<file path="src/rtl/hazard_pkg.sv">
// Shared types and constants for the pipeline hazard controller.
package hazard_pkg;

   typedef enum logic [1:0] {
      StRun,
      StMemWait,
      StRedirect
   } state_e;

   localparam logic [31:0] NopInstr = 32'h00000013;
   localparam int unsigned CntWidth = 16;

endpackage

</file>
<file path="src/rtl/sat_counter.sv">
// Saturating up-counter with synchronous active-low clear.
module sat_counter #(
   parameter int unsigned Width = 16
) (
   input  logic             clk,
   input  logic             clr_n,
   input  logic             inc,
   output logic [Width-1:0] count
);

   logic [Width-1:0] count_q;

   always_ff @(posedge clk) begin
      if (!clr_n) begin
         count_q <= '0;
      end else if (inc && (count_q != '1)) begin
         count_q <= count_q + Width'(1);
      end
   end

   assign count = count_q;

endmodule

</file>
<file path="src/rtl/hazard_ctrl.sv">
// Pipeline hazard controller: memory freeze, MEM-stage redirect flush and load-use stall.
module hazard_ctrl
   import hazard_pkg::*;
(
   input  logic                clk,
   input  logic                rst_n,
   input  logic [4:0]          id_rs1,
   input  logic [4:0]          id_rs2,
   input  logic                id_uses_rs1,
   input  logic                id_uses_rs2,
   input  logic                ex_memRead,
   input  logic [4:0]          ex_rd,
   input  logic                mem_redirect,
   input  logic                dmem_req,
   input  logic                dmem_ready,
   output logic                pc_write_en,
   output logic                if_id_write_en,
   output logic                if_id_flush,
   output logic                id_ex_bubble,
   output logic                ex_mem_bubble,
   output logic                id_ex_hold,
   output logic                ex_mem_hold,
   output logic                mem_wb_hold,
   output logic [CntWidth-1:0] stall_cnt,
   output logic [CntWidth-1:0] flush_cnt
);

   state_e state_q, state_d;
   logic   pending_q, pending_d;
   logic   lu_hazard;
   logic   freeze;
   logic   redir_seen;
   logic   redirect;
   logic   load_use;

   assign lu_hazard = ex_memRead && (ex_rd != 5'd0) &&
                      ((id_uses_rs1 && (id_rs1 == ex_rd)) ||
                       (id_uses_rs2 && (id_rs2 == ex_rd)));

   always_comb begin
      // In MEM_WAIT the access is already outstanding, so only readiness matters.
      freeze     = (state_q == StMemWait) ? !dmem_ready : (dmem_req && !dmem_ready);
      // The slot behind an applied redirect is a bubble; its redirect flag is stale.
      redir_seen = mem_redirect && (state_q != StRedirect);
      redirect   = !freeze && (redir_seen || pending_q);
      load_use   = !freeze && !redirect && (state_q != StRedirect) && lu_hazard;

      pending_d = pending_q;
      if (freeze && redir_seen) begin
         pending_d = 1'b1;
      end else if (redirect) begin
         pending_d = 1'b0;
      end

      if (freeze) begin
         state_d = StMemWait;
      end else if (redirect) begin
         state_d = StRedirect;
      end else begin
         state_d = StRun;
      end
   end

   always_ff @(posedge clk) begin
      if (!rst_n) begin
         state_q   <= StRun;
         pending_q <= 1'b0;
      end else begin
         state_q   <= state_d;
         pending_q <= pending_d;
      end
   end

   always_comb begin
      pc_write_en    = 1'b1;
      if_id_write_en = 1'b1;
      if_id_flush    = 1'b0;
      id_ex_bubble   = 1'b0;
      ex_mem_bubble  = 1'b0;
      id_ex_hold     = 1'b0;
      ex_mem_hold    = 1'b0;
      mem_wb_hold    = 1'b0;

      if (!rst_n) begin
         // Hold the front end and let NOPs flow down the pipe.
         pc_write_en    = 1'b0;
         if_id_write_en = 1'b0;
         if_id_flush    = 1'b1;
         id_ex_bubble   = 1'b1;
         ex_mem_bubble  = 1'b1;
      end else if (freeze) begin
         pc_write_en    = 1'b0;
         if_id_write_en = 1'b0;
         id_ex_hold     = 1'b1;
         ex_mem_hold    = 1'b1;
         mem_wb_hold    = 1'b1;
      end else if (redirect) begin
         if_id_flush    = 1'b1;
         id_ex_bubble   = 1'b1;
         ex_mem_bubble  = 1'b1;
      end else if (load_use) begin
         pc_write_en    = 1'b0;
         if_id_write_en = 1'b0;
         id_ex_bubble   = 1'b1;
      end
   end

   sat_counter #(
      .Width (CntWidth)
   ) u_stall_cnt (
      .clk   (clk),
      .clr_n (rst_n),
      .inc   (freeze || load_use),
      .count (stall_cnt)
   );

   sat_counter #(
      .Width (CntWidth)
   ) u_flush_cnt (
      .clk   (clk),
      .clr_n (rst_n),
      .inc   (redirect),
      .count (flush_cnt)
   );

endmodule

</file>
<file path="config.mk">
export PLATFORM = sky130hd
export DESIGN_NAME = hazard_ctrl
export DESIGN_NICKNAME = d
export VERILOG_FILES = /design/src/rtl/hazard_pkg.sv /design/src/rtl/sat_counter.sv /design/src/rtl/hazard_ctrl.sv
export SDC_FILE = /design/constraint.sdc
export NUM_CORES = 1
export LEC_CHECK = 0
export ABC_AREA = 0
export CELL_PAD_IN_SITES_DETAIL_PLACEMENT = 1
export CELL_PAD_IN_SITES_GLOBAL_PLACEMENT = 2
export CORE_MARGIN = 1.5
export CORE_UTILIZATION = 25
export CTS_BUF_LIST = sky130_fd_sc_hd__clkbuf_4 sky130_fd_sc_hd__clkbuf_8
export DETAILED_ROUTE_END_ITERATION = 6
export PLACE_DENSITY = 0.87
export REMOVE_ABC_BUFFERS = 1
export SLEW_MARGIN = 40
export SYNTH_ARGS = -nofsm -noshare
export SYNTH_HDL_FRONTEND = slang
export SYNTH_HIERARCHICAL = 1
export SYNTH_SLANG_ARGS = --single-unit
</file>
<file path="constraint.sdc">
create_clock -name clk -period 2.3 [get_ports clk]
set_clock_uncertainty 0.15 [all_clocks]
set_input_delay 0.345 -clock clk [delete_from_list [all_inputs] [get_ports clk]]
set_output_delay 0.345 -clock clk [all_outputs]
set_load 0.01 [all_outputs]
</file>
==> results.sh <==
export IMPL_grt_pass1_vias=2136
export IMPL_holdPathStages=2
export IMPL_avgSynthCellArea_sq_um=8.49
export IMPL_r2r_start="state_q[1]$_SDFF_PP0_"
export IMPL_yosysWarnings=6
export IMPL_fin_area_sq_um=3010
export IMPL_min_from="u_flush_cnt/count[9]$_SDFFE_PN0P_"
export IMPL_cts_tree="built"
export IMPL_root_buffer="clkbuf_8"
export IMPL_worstPathBufferInverterCount=2
export IMPL_power_density_nw_per_um2=407
export IMPL_gp_congestion=0.733
export IMPL_post_route_min_period_ns=2.23
export IMPL_drtIter0Drc=33
export IMPL_wl_um=6030
export IMPL_die_x_um=92.5
export IMPL_ff2ff_setup_slack_ns=0.13
export IMPL_cts_num_sinks=35
export IMPL_pin_count=63
export IMPL_path_max_fanout=5
export IMPL_status="complete, no violations"
export IMPL_clkTransAtPathRegs_ns=0.07
export IMPL_async_reset_ff_share_pct=0
export IMPL_layout_setup_ws_ns=0.0716
export IMPL_hold_viol=0
export IMPL_drc=0
export IMPL_grt_ovfl_total=0
export IMPL_grt_pass1_wl_um=9850
export IMPL_arrival_ns=2.29
export IMPL_rsz0062_at_grt="yes"
export IMPL_syn_cell_area_sq_um=2000
export IMPL_min_period_over_period_pct=96.9
export IMPL_mostFrequentLayoutCells="clkdlybuf4s50_1, dfxtp_1, buf_4"
export IMPL_fill_cells=903
export IMPL_p_total_w=0.00123
export IMPL_dp_cells=413
export IMPL_initial_core_util_pct=25.9
export IMPL_drive_gt1_share_pct=19.2
export IMPL_reg2reg_depth=9
export IMPL_tightestPinTransition_ns=0.508
export IMPL_endpoint_kind="flop"
export IMPL_route_antenna_remaining_nets=0
export IMPL_stdcell_count=420
export IMPL_nNetsFinal=344
export IMPL_clockBufferDepth=2
export IMPL_yosysUniqueCellTypes=39
export IMPL_setup_violations=0
export IMPL_placed_cell_area_sq_um=2860
export IMPL_synth_cells=236
export IMPL_firstDrtPassIters=4
export IMPL_grt_max_degree=16
export IMPL_antenna_found_initial=0
export IMPL_cp_top_family="simple AND/OR/NAND/NOR gates"
export IMPL_hp_class="reg -> reg"
export IMPL_max_freq_mhz=449
export IMPL_critical_path_max_stage_delay_ns=0.34
export IMPL_dpl_hpwl_um=4380
export IMPL_fp_row_count=32
export IMPL_relSlewSlack_pct=65.7
export IMPL_ys_flop_type="dfxtp_1"
export IMPL_routed_via_density=5.08
export IMPL_cp_required_ns=2.36
export IMPL_htree_levels=2
export IMPL_layout_commonest_cell="clkdlybuf4s50_1"
export IMPL_maxCapViolCount=0
export IMPL_ir_worst_vdd_mv=0.169
export IMPL_slew_violations=0
export IMPL_synth_edff_count=0
export IMPL_num_antenna_cells=0
export IMPL_syn2layout_area_growth_pct=50.2
export IMPL_ctsHoldBuffers=0
export IMPL_crit_chain="dlygate4sd2_1, xor2_1, nor4_2, a32oi_2, o21bai_1, buf_4, and4_4, o41ai_4, or3_1, a21oi_2"
export IMPL_cp_slowest_cell="or3_1"
export IMPL_holdPathEnd="u_flush_cnt/count[9]$_SDFFE_PN0P_"
export IMPL_r2r_end="u_stall_cnt/count[6]$_SDFFE_PN0P_"
export IMPL_synth_seq_area_share_pct=35.0
export IMPL_synth_seq_cells=35
export IMPL_dieArea_sq_um=8560
export IMPL_grt_usage_pct=14.2
export IMPL_clock_latency_ns=0.29
export IMPL_power_static_leakage_nw=1.05
export IMPL_die_h_um=92.5
export IMPL_place_ws_ns=-0.716
export IMPL_wl_per_cell_um=14.4
export IMPL_vias=2135
export IMPL_utilization_pct=39.0
export IMPL_critPathKind="in -> reg"
export IMPL_cts_buffers=5
export IMPL_core_sq_um=7730
export IMPL_port_buffers=62
export IMPL_startpoint_type="input port"
-- cells by family (layout without fill, tap and decap cells) --
kind of cell | Yosys count | count (layout) | share of synthesized area [%]
buf+inv | 18 | 100 | 4.49
fa+ha+maj | 2 | 2 | 1.25
mux | 6 | 6 | 3.00
flops | 35 | 35 | 35.0
simple gates | 111 | 111 | 34.0
xor+xnor | 14 | 14 | 6.12
compound gates | 50 | 50 | 16.2
-- layer usage --
layer / track usage, % / share of wire [%]
met1: 16.4 / 45
met2: 25.9 / 51
met3: 2.63 / 3.4
met4: 4.87 / 1.1
met5: 0 / 0
-- metrics by stage --
stage          hold WS (ns)  TNS [ns]
2_1_floorplan         0.316   -0.0454
3_3_place_gp          0.346     -9.95
3_5_place_dp          0.357    -12.48
4_1_cts               0.368         0
5_1_grt               0.386   -0.0209
6_report              0.364         0
-- state kept, by name, indices dropped and copies added (netlist names) --
name,cells
state_q,2
u_flush_cnt/count,16
pending_q,1
u_stall_cnt/count,16
-- synthesized netlist by cell type, types with 7 or more instances --
cell type,instances,area (sq um)
dfxtp_1,35,701
nand2_1,22,82.6
a21oi_1,20,100
nand3_1,12,60.1
nor2_1,12,45.0
inv_1,10,37.5
o31ai_1,10,75.1
or4_1,10,75.1
xor2_1,10,87.6
nor4_1,8,50.1
o21ai_0,8,40.0
nand4_1,7,43.8
-- tightest hold or removal path, stage by stage, from the launching register on --
cell and delay, ns:
dfxtp_1 0.34, o31ai_1 0.07, a21oi_1 0.06
-- repair_timing --
item / in CTS / in global routing
cloned: 0 / 0
endpoints found under the hold margin: 0 / 0
resized for setup: 47 / 30
setup endpoints to repair: 23 / 15
setup buffers: 1 / 0
pin swaps: 7 / 10
-- final cells by class --
class	count	area (sq um)	share of cell area [%]
flip-flops and latches	35	701	23.3
inverters	10	37.5	1.25
repair buffers	84	753	25.0
multi-input cells	183	1320	43.7
well taps	102	128	4.24
clock buffers	6	76.3	2.53
-- worst max path at each step --
stage                     depth (start not counted)                                end  slack, ns  startpoint
after floorplan                                   7  u_stall_cnt/count[7]$_SDFFE_PN0P_      -0.02    ex_rd[3]
after global placement                            6                       id_ex_bubble      -0.56    ex_rd[3]
after detailed placement                          9  u_stall_cnt/count[9]$_SDFFE_PN0P_      -0.72    ex_rd[3]
after CTS                                         7                       id_ex_bubble      0.001    ex_rd[2]
after global routing                             10  u_stall_cnt/count[6]$_SDFFE_PN0P_      -0.02   id_rs2[3]
final                                            10  u_stall_cnt/count[6]$_SDFFE_PN0P_       0.07   id_rs2[3]
-- report_power, final --
group | internal, W | leakage (nW) | switching, W
Sequential | 0.000614 | 0.283 | 0.00000810
Clock | 0.000214 | 0.0406 | 0.000218
Combinational | 0.0000911 | 0.724 | 0.0000825
Total | 0.000919 | 1.05 | 0.000308
No activity file was read; power rests on OpenSTA's default activity.
==> patch 1: new RTL, same settings <==
The package constant `CntWidth` goes from 16 to 18.
--- a/src/rtl/hazard_pkg.sv
+++ b/src/rtl/hazard_pkg.sv
@@ -8,7 +8,7 @@
    } state_e;
 
    localparam logic [31:0] NopInstr = 32'h00000013;
-   localparam int unsigned CntWidth = 16;
+   localparam int unsigned CntWidth = 18;
 
 endpackage
 
Ports: changed (resized flush_cnt and stall_cnt); port bits go from 63 to 67. No check against the original RTL was run, so the function may have changed too.
==> patch 1 against the original RTL <==
  * Utilization fell by 1.1 points
  * Count of clock-buffer cells in the layout rose by 2
  * Critical path depth fell by 4
  * Worst setup slack improved by 0.047 ns
  * Area after synthesis rose by 20%
  * Wire length rose by 16%
  * Combinational power rose by 15%
  * Die area rose by 20%
  * Power rose by 16%
  * Sequential cell count rose by 4
  * Non-clock buffer count rose by 10
  * Design area rose by 17%
  * Largest cell class unchanged
==> patch 1: results (changes against the original RTL) <==
Run status
  – Status: finished clean

Setup path
  – Worst-case register-to-register setup slack: 0.22 ns (+0.09 ns)
  – Peak per-stage delay on the critical path: 0.48 ns (+0.14 ns)
  – CP Capture Point: if_id_flush
  – Critical path's top delay family: buffers and inverters
  – Slowest library cell on the worst path: clkdlybuf4s50_1
  – Arrival @ worst endpoint: 1.69 ns (-0.60 ns)
  – Depth of the worst register-to-register path: 8 (-1)
  – Critical path launch point: mem_redirect
  – Endpoint of the most critical register-to-register path: u_flush_cnt/count[13]
  – Critical-path maximum fanout: 2 (-3)

Placed design
  – Cell area after placement: 3350 µm² (+17%)
  – HPWL after detailed placement: 5.30 mm (+21%)
  – GP Congestion: 0.805 (+10%)
  – Number of buffers added on ports: 66 (+6.5%)

Synth
  – Area contributors post-synth: dfxtp_1 32%, nand2_1 6.2%, mux2i_1 5.8%
  – Post-synth cell types: 44 (+13%)
  – Most frequent cells after synthesis: 40 x nand2_1, 39 x dfxtp_1, 18 x a21oi_1, 16 x nand2b_1, 14 x mux2i_1
  – Yosys warnings: 6 (unchanged)
  – Fraction of the yosys area taken by sequential cells: 32.4% (-2.6 points)

Routing
  – Post-detailed-route via-to-cell ratio: 4.85 (-4.6%)
  – Routed wire per std cell: 14.0 µm (-2.2%)
  – Routed metal-1 wire length: 3.16 mm (+18%)
  – Number of DRC violations after detailed-routing iteration 0: 46 (+39%)
  – Met3 Routed Length: 195 µm (-6.3%)
  – Met2 Routed Length: 3.60 mm (+17%)

Worst hold path
  – Worst min path class: reg2reg
  – Worst min-delay path endpoint: u_stall_cnt/count[14]
  – Startpoint of the tightest hold check path: u_stall_cnt/count[14]

Global routing
  – Vias in the first global route: 2396 (+12%)
  – Met3 Use GR: 2.42% (-0.21 points)
  – Antenna violations before repair: 0 (unchanged)
  – Met1 track demand over resource: 17.6% (+1.2 points)
  – Global-route usage over all layers: 14.2% (+0.056 points)
  – GR met2 Demand/Resource: 25.5% (-0.41 points)
  – Wire length of the first global-routing pass: 11.7 mm (+19%)
  – Pin count of the biggest net entering global routing: 37 (+21)

Clocking
  – Buffers inserted by post-CTS timing repair: 3 (+2)
  – Number of CTS-inserted buffers: 5 (unchanged)
  – Htree depth: 2 (unchanged)
  – Buffer cell driving the clock tree root: clkbuf_8
  – Number of resized instances in the post-cts repair step: 58 (+23%)

Power and ir drop
  – IR drop worst, VDD: 0.204 mV (+20%)
  – Ratio of total power to cell area: 404 nW/µm² (-0.73%)
  – Clock network fraction of design power: 37.4% (+2.2 points)
  – Leakage power summed over all cells: 0.00129 µW (+23%)
  – Internal power component: 1080 µW (+17%)

STA
  – Headroom to the max-slew limit: 60.7% (-5.0 points)
  – Fin Hold WS: 0.353 ns (-0.0103 ns)

Final layout
  – Fraction of final layout cells sized beyond drive strength 1: 21.1% (+1.9 points)
  – Filler instances: 1121 (+24%)
  – Number of nets at the end of the flow: 394 (+15%)
==> patch 1: kinds of logic (layout without fill, tap and decap cells) <==
kind of cell,count (synthesis),count (layout),share of synthesized area (%)
adder cells (fa/ha/maj),2,2,1.04
AO/OA/AOI/OAI,60,60,17.9
AND/OR/NAND/NOR,131,131,34.5
buffers and inverters,24,114,4.78
XOR/XNOR,10,10,3.63
multiplexers,14,14,5.81
flip-flops,39,39,32.4
==> patch 1: layout make-up <==
cell class	count	area share [%]
Multi-Input combinational cell	217	45.7
Timing Repair Buffer	94	23.2
Sequential cell	39	22.2
Clock buffer	8	2.95
Tap cell	129	4.59
Inverter	12	1.28
==> patch 1: through the flow <==
step	utilization, %	setup slack [ns]	std cells
6_report	37.9	0.119	499
5_1_grt	37.9	-0.0318	499
4_1_cts	37.4	0.00666	498
3_3_place_gp	36.1	-0.609	488
3_5_place_dp	36.1	-0.690	488
2_1_floorplan	-	-0.0283	268
==> patch 2: new RTL, same flow settings <==
Made on the original files. Re-encode `state_e` (3 states) as one-hot, 3 bits wide.
--- a/src/rtl/hazard_pkg.sv
+++ b/src/rtl/hazard_pkg.sv
@@ -1,10 +1,10 @@
 // Shared types and constants for the pipeline hazard controller.
 package hazard_pkg;
 
-   typedef enum logic [1:0] {
-      StRun,
-      StMemWait,
-      StRedirect
+   typedef enum logic [2:0] {
+      StRun      = 3'b001,
+      StMemWait  = 3'b010,
+      StRedirect = 3'b100
    } state_e;
 
    localparam logic [31:0] NopInstr = 32'h00000013;
Check against the original RTL: same outputs for any inputs over 10 cycles, from zero or initial values and one cycle with rst_n low; not proved beyond that.
==> patch 2 against the original RTL <==
  * Power rose by 12%
  * Worst setup slack improved by 0.019 ns
  * Wire length rose by 3.8%
  * Clock power rose by 32%
  * Global-route usage rose by 0.54 points
  * Non-clock buffer count fell by 2
  * Final cell count rose by 0.71%
  * Worst hold slack improved by 0.018 ns
  * Area after synthesis rose by 2.0%
  * Design area rose by 2.9%
  * Sequential cell count rose by 1
  * Critical endpoint is now id_ex_bubble
  * Largest cell class unchanged
  * Largest power group unchanged
==> patch 2: results (changes against the original RTL) <==
Setup path
  – Kind of critical path: reg2out
  – Peak per-stage delay on the critical path: 0.40 ns (+0.06 ns)
  – Critical-path maximum fanout: 3 (-2)
  – CP Capture Point: id_ex_bubble
  – Arrival @ worst endpoint: 1.71 ns (-0.58 ns)
  – Depth of the worst register-to-register path: 8 (-1)
  – Slowest library cell on the worst path: or3b_4
  – Launching point of the worst reg2reg path: state_q[2]

Global routing
  – Met1 track demand over resource: 18.8% (+2.4 points)
  – Global-route usage over all layers: 14.7% (+0.54 points)
  – Wire length of the first global-routing pass: 10.3 mm (+4.5%)
  – Pin count of the biggest net entering global routing: 14 (-2)
  – Met3 Use GR: 2.93% (+0.30 points)

Final layout
  – Number of non-clock buffers: 82 (-2.4%)
  – Sequential fraction of total cell area: 23.3% (about the same)
  – Area of the multi-input gates: 1320 µm² (+0.19%)
  – NonClk Buf Share: 25.4% (+0.38 points)
  – Filler instances: 945 (+4.7%)
  – Invs w/o clock: 9 (-1)
  – Multi-input logic cell count: 186 (+1.6%)
  – Sequential cell area: 721 µm² (+2.9%)
  – Final-layout clock-cell area share: 3.59% (+1.1 points)

Routing
  – Total wire length after detailed routing: 6.26 mm (+3.8%)
  – Met2 Routed Length: 3.07 mm (about the same)
  – Total number of vias: 2117 (-0.84%)
  – Routed wire per std cell: 14.8 µm (+3.1%)

Synth
  – Fraction of the yosys area taken by sequential cells: 35.3% (+0.29 points)
  – Most frequent cells after synthesis: 36 x dfxtp_1, 23 x nand2_1, 20 x a21oi_1, 13 x nand3_1, 13 x nor2_1
  – Post-synth cell types: 40 (+2.6%)
  – Area contributors post-synth: dfxtp_1 35%, xnor2_1 5.1%, a21oi_1 4.9%
  – Post-synthesis area per instance: 8.55 µm² (+0.72%)
  – Register bit count reported by yosys: 36 (+2.9%)

Run status
  – Status: finished clean

Clocking
  – Number of resized instances in the post-cts repair step: 18 (-62%)

Placed design
  – Number of instances in the placed design: 415 (+0.48%)
  – HPWL after detailed placement: 4.68 mm (+6.9%)
  – Post-placement worst setup slack: -0.398 ns (+0.319 ns)
  – GP Congestion: 0.778 (+6.2%)

STA
  – Fmax: 453 MHz (+0.88%)
  – Pin slew with the least headroom to its limit: 0.491 ns (-0.0171 ns)
  – Fin Hold WS: 0.381 ns (+0.0176 ns)

Power and ir drop
  – Leakage power summed over all cells: 0.00115 µW (+10%)
  – IR drop worst, VDD: 0.230 mV (+36%)
-- patch 2: changes by cell type after synthesis, sizes merged, moves of 2 or more --
cell and delta:
xor2 -8, xnor2 +8, nand2b -2, nor2b -2, nor4 -2, o21ai +2
-- patch 2: report_power, final --
group | switching, µW | total (µW) | internal [µW]
logic | 76.1 | 169 | 92.5
clock network | 235 | 569 | 334
registers | 9.81 | 641 | 632
-- patch 2: logic make-up after synthesis --
| group | Yosys count | synth area share (%) |
|---|---|---|
| compound gates | 54 | 17.4 |
| xor+xnor | 14 | 6.00 |
| fa+ha+maj | 2 | 1.22 |
| buf+inv | 17 | 4.22 |
| flops | 36 | 35.3 |
| mux | 6 | 2.94 |
| simple gates | 110 | 33.0 |
-- patch 2: worst reg2reg max path, delay by kind of cell (launching register included) --
| kind | cells | cell delay, ns |
|---|---|---|
| AOI/OAI and AO/OA | 4 | 0.64 |
| DFF | 1 | 0.32 |
| and+or+nand+nor | 4 | 1.00 |
